**src/rtl/tick_gen_prog.sv**
```systemverilog
// Programmable oversampling tick generator: fast strobe tick_os every div_active
// cycles, slow strobe tick every OS_RATIO fast strobes, periodic or one-shot.
module tick_gen_prog #(
    parameter int          CNT_W       = 32,
    parameter int unsigned DEFAULT_DIV = 6_250_000,
    parameter int          OS_RATIO    = 16
) (
    input  logic             clk,
    input  logic             rst,
    input  logic             en,
    input  logic             clr,
    input  logic             oneshot,
    input  logic             start,
    input  logic             div_load,
    input  logic [CNT_W-1:0] div_in,
    output logic             tick_os,
    output logic             tick,
    output logic             busy,
    output logic             div_err,
    output logic [CNT_W-1:0] cnt_value
);

    localparam int OS_W = (OS_RATIO > 2) ? $clog2(OS_RATIO) : 1;
    localparam logic [CNT_W-1:0] DIV_RST = CNT_W'(DEFAULT_DIV);
    localparam logic [OS_W-1:0]  OS_LAST = OS_W'(OS_RATIO - 1);

    typedef enum logic {MODE_PERIODIC = 1'b0, MODE_ONESHOT = 1'b1} mode_t;

    mode_t            mode;
    logic [CNT_W-1:0] cnt;
    logic [CNT_W-1:0] div_active;
    logic [CNT_W-1:0] div_shadow;
    logic [OS_W-1:0]  os_cnt;
    logic             pending;

    logic run, wrap, load_ok, last_os, apply;

    assign run     = en && (mode == MODE_PERIODIC || busy);
    // >= keeps the wrap safe if a smaller divisor lands while cnt is held high
    assign wrap    = run && !clr && (cnt >= div_active - CNT_W'(1));
    assign load_ok = div_load && (div_in >= CNT_W'(2));
    assign last_os = (os_cnt == OS_LAST);
    assign apply   = wrap || !run;

    assign cnt_value = cnt;

    always_ff @(posedge clk) begin
        if (rst) begin
            cnt        <= '0;
            os_cnt     <= '0;
            div_active <= DIV_RST;
            div_shadow <= DIV_RST;
            pending    <= 1'b0;
            mode       <= MODE_PERIODIC;
            busy       <= 1'b0;
            tick_os    <= 1'b0;
            tick       <= 1'b0;
            div_err    <= 1'b0;
        end else begin
            tick_os <= 1'b0;
            tick    <= 1'b0;
            div_err <= div_load && !load_ok;

            // Mode only follows the input between runs so a run never changes mode
            if (cnt == '0 && os_cnt == '0 && !busy)
                mode <= mode_t'(oneshot);

            if (clr) begin
                cnt    <= '0;
                os_cnt <= '0;
                busy   <= 1'b0;
            end else begin
                if (wrap) begin
                    cnt     <= '0;
                    tick_os <= 1'b1;
                    if (last_os) begin
                        os_cnt <= '0;
                        tick   <= 1'b1;
                        busy   <= 1'b0;
                    end else begin
                        os_cnt <= os_cnt + OS_W'(1);
                    end
                end else if (run) begin
                    cnt <= cnt + CNT_W'(1);
                end
                if (start && mode == MODE_ONESHOT && !busy)
                    busy <= 1'b1;
            end

            // Divisor changes only at a period boundary or while stopped
            if (apply && load_ok) begin
                div_active <= div_in;
                pending    <= 1'b0;
            end else if (apply && pending) begin
                div_active <= div_shadow;
                pending    <= 1'b0;
            end else if (load_ok) begin
                pending <= 1'b1;
            end
            if (load_ok)
                div_shadow <= div_in;
        end
    end

endmodule

```
**config.mk**
```make
export PLATFORM = sky130hd
export DESIGN_NAME = tick_gen_prog
export DESIGN_NICKNAME = d
export VERILOG_FILES = /design/src/rtl/tick_gen_prog.sv
export SDC_FILE = /design/constraint.sdc
export NUM_CORES = 1
export LEC_CHECK = 0
export CORE_UTILIZATION = 55
export DETAILED_ROUTE_END_ITERATION = 10
export PLACE_DENSITY = 0.8
export SYNTH_ARGS = -nofsm -noshare
export SYNTH_HDL_FRONTEND = slang
export SYNTH_SLANG_ARGS = --single-unit
```
**constraint.sdc**
```tcl
create_clock -name clk -period 5 [get_ports clk]
set_input_delay 1.5 -clock clk [delete_from_list [all_inputs] [get_ports clk]]
set_output_delay 1.5 -clock clk [all_outputs]
set_load 0.01 [all_outputs]
```
==> metrics.md <==
| Metric | Value |
|---|---|
| Placed cell area | `roughly 0.0064 sq mm` |
| Post-synth top flop | `dfxtp_1` |
| Pwr Total | `1670 uW` |
| Post-synth EDFFs | `0` |
| Iteration-0 DRC Markers | `slightly above 200` |
| Post-route cell area | `0.00668 sq mm` |
| Pins Over Slew Limit | `0` |
| DPL Wire Length | `9.86 mm` |
| Final Hold Fails | `0` |
| Commonest non-fill, non-tap cells in the layout | `nand2_1 (107), dfxtp_1 (106), clkdlybuf4s50_1 (73)` |
| Final setup viols | `0` |
| Main area contributors after synthesis | `dfxtp_1 (38%), ha_1 (8.3%), nand2_1 (7.2%)` |
| Placed cell count | `842` |
| RSZ-0062 raised after global routing | `false` |
| Slowest stage cell, crit path | `or3_2` |
| Reg-to-reg endpoint | `div_active[18]` |
| Sequential area share after synthesis | `0.380` |
| Clock Sink Count | `106` |
| Pin count of the biggest net entering global routing | `60` |
| CTS H-tree depth | `3` |
| Die width | `between 100 and 150 um` |
| Share of the synthesized area in the top cell type | `0.380` |
| DRT Pass-1 Iters | `5` |
| Syn_area_per_cell | `8.52 sq um` |
| TritonCTS buffer count | `9` |
| Initial core utilization | `0.569` |
| Max Buffers Root-to-Sink | `2` |
| Global-route wire length before repair | `approximately 21 mm` |
| Final period utilization | `0.899` |
| Syn-to-layout area delta | `19.5%` |
| Worst Skew | `around 0.010 ns` |
| Worst Path Class, Setup | `flip-flop to flip-flop` |
| Worst EP arrival | `4.76 ns` |
| Via density | `about 5.7` |
| CP endpoint | `div_active[18]` |
| Post-CTS Setup Bufs | `0` |
| Total grt overflow | `0` |
| Crit-path leading delay family | `simple AND/OR/NAND/NOR gates` |
| Mapped Cells | `about 660` |
| Skew-Pair Late Insertion Delay | `between 0.3 and 0.4 ns` |
| Leak Pwr | `approximately 0.0025 uW` |
| Fmax | `approximately 220 MHz` |
| CTS Hold Bufs | `0` |
| Layout cells sized above 1 | `0.0768` |
| #FFs+latches synth | `between 100 and 150` |
| Max Cap Viol | `0` |
| Max FO, Critical Path | `13` |
| WL final | `13.1 mm` |
| Post-synth ARST share | `0` |
| CTS root buf | `clkbuf_8` |
| GRT Util Overall | `0.256` |
| Largest area contributor in the netlist | `dfxtp_1` |
| Post-route insts no fill | `862` |
| Worst Tran Pin Value | `approximately 1.3 ns` |
| Setup crit start | `div_active[6]` |
| PwrDens | `around 250 mW/mm^2` |
| I/O Buffers | `74` |
| CTS tree | `done` |
| Die Ht | `slightly above 100 um` |
| Core Region | `0.00982 sq mm` |
| Fin crit period | `4.50 ns` |
| CP startpoint kind | `flip-flop` |
| Num rows | `36` |
| CP Data Required Time | `approximately 5.3 ns` |
| N_diodes | `0` |
| Residual DRC | `0` |
| Warnings from Yosys | `0` |
| Routed vias | `4877` |
| Final Core Density | `0.680` |
| Clk slew on worst S/H paths | `about 0.10 ns` |
| Antenna violations before repair | `0` |
| Vias in the first global route | `4512` |
| Worst reg2reg path depth | `13` |
| Drt wl/cell | `approximately 15 um` |
| Worst Path Buf+Inv | `0` |
| CP Cell Sequence | `nor4_1 -> nand4b_1 -> nor4_1 -> nand2_1 -> nor4_1 -> xnor2_1 -> ha_1 -> nand4_1 -> nor2_1 -> a221oi_1 -> a21oi_1 -> or3_2 -> a221o_1` |
| Hold Crit Class | `flip-flop to flip-flop` |
| CP peak stage delay | `between 0.6 and 0.7 ns` |
| CP endpoint kind | `flip-flop` |
| Slew HR | `0.136` |
| Max IR drop VDD | `about 0.17 mV` |
| Post-CTS sizing | `0` |
| Antenna Nets Post-Route | `0` |
| Most common cell on crit path | `nor4_1` |
| GPL Wtd Cong | `roughly 0.90` |
| Syn_nets | `roughly 730` |
| Nets@finish | `approximately 800` |
| Ports | `75` |
| Commonest non-fill, non-tap cell in the layout | `nand2_1` |
| TNS Setup | `0 ns` |
| Yosys cell types | `just over 50` |
| Synthesized area | `roughly 0.0056 sq mm` |
| Reg-to-Reg Start | `div_active[6]` |
| Critical path depth | `13` |
| Run status | `completed` |
| Reg2Reg Setup Slack | `between 0.5 and 0.6 ns` |
| Die footprint | `between 0.01 and 0.015 sq mm` |
-- area by class of cell --
type	instances	area, sq um
clock inverter	6	75.1
multi-input combinational	514	3320
clock buffer	9	124
tap	133	166
inverter	10	37.5
timing repair buffer	84	836
sequential	106	2120
fill	847	3140
-- logic make-up after synthesis --
| logic type | after synthesis | synth area share |
|---|---|---|
| AO/OA/AOI/OAI | 99 | 0.115 |
| multiplexers | 22 | 0.0439 |
| flip-flops | 106 | 0.380 |
| adder cells (fa/ha/maj) | 37 | 0.0828 |
| AND/OR/NAND/NOR | 295 | 0.255 |
| buffers and inverters | 36 | 0.0284 |
| XOR/XNOR | 61 | 0.0956 |
-- through the flow --
stage	setup slack [ns]	hold slack [ns]
floorplan	0.865	0.416
global placement	0.489	0.423
detailed placement	0.330	0.436
CTS	0.266	0.449
global route	0.0673	0.478
finish	0.503	0.447
-- metal layers --
layer  global-route usage  wire length, um  up-vias
li1                     -                -     2450
met1                0.325             5980     2260
met2                0.434             6240      146
met3               0.0427              656       21
met4               0.0975              242        0
met5                    0                0        -
-- how the worst min path moves through the flow --
stage / startpoint / end / slack (ns) / cells past startpoint
floorplan: div_shadow[19] / div_shadow[19] / 0.42 / 2
detailed placement: div_shadow[19] / div_shadow[19] / 0.44 / 2
CTS: div_shadow[19] / div_shadow[19] / 0.45 / 2
global placement: div_shadow[20] / div_shadow[20] / 0.42 / 2
finish: div_shadow[19] / div_shadow[19] / 0.45 / 2
global route: div_shadow[19] / div_shadow[19] / 0.48 / 2
-- sequential cells by signal, indices dropped and copies added (netlist names) --
register and cells:
div_shadow 32, tick_os 1, div_err 1, cnt_value 32
busy 1, div_active 32, mode 1, tick 1
os_cnt 4, pending 1
-- report_power, final --
group,leakage (uW),switching [uW],internal [uW]
Combinational,0.00152,113,109
Clock,0.0000978,304,236
Sequential,0.000867,29.6,879
Total,0.00248,446,1220
-- synthesized netlist by cell type (all sizes together), types with 3 or more instances --
library cell  number
nor4              23
buf                8
and4               3
o21ai             15
nand3             17
nand2b             3
mux2              20
o21a               4
inv               10
dfxtp            106
or2                3
xor2              28
nand4             19
or4                5
nor2b             22
xnor2             33
nand2            107
ha                37
a221o             12
clkbuf            18
and2               3
or3                6
a21oi             50
a22o               3
nor3              20
nor2              56
-- worst min-delay path, cell delays in order, from the launching register on --
cell and delay, ns:
dfxtp_1 0.32, nand2_1 0.05, nand2_1 0.04
(Power assumes the default switching activity.)
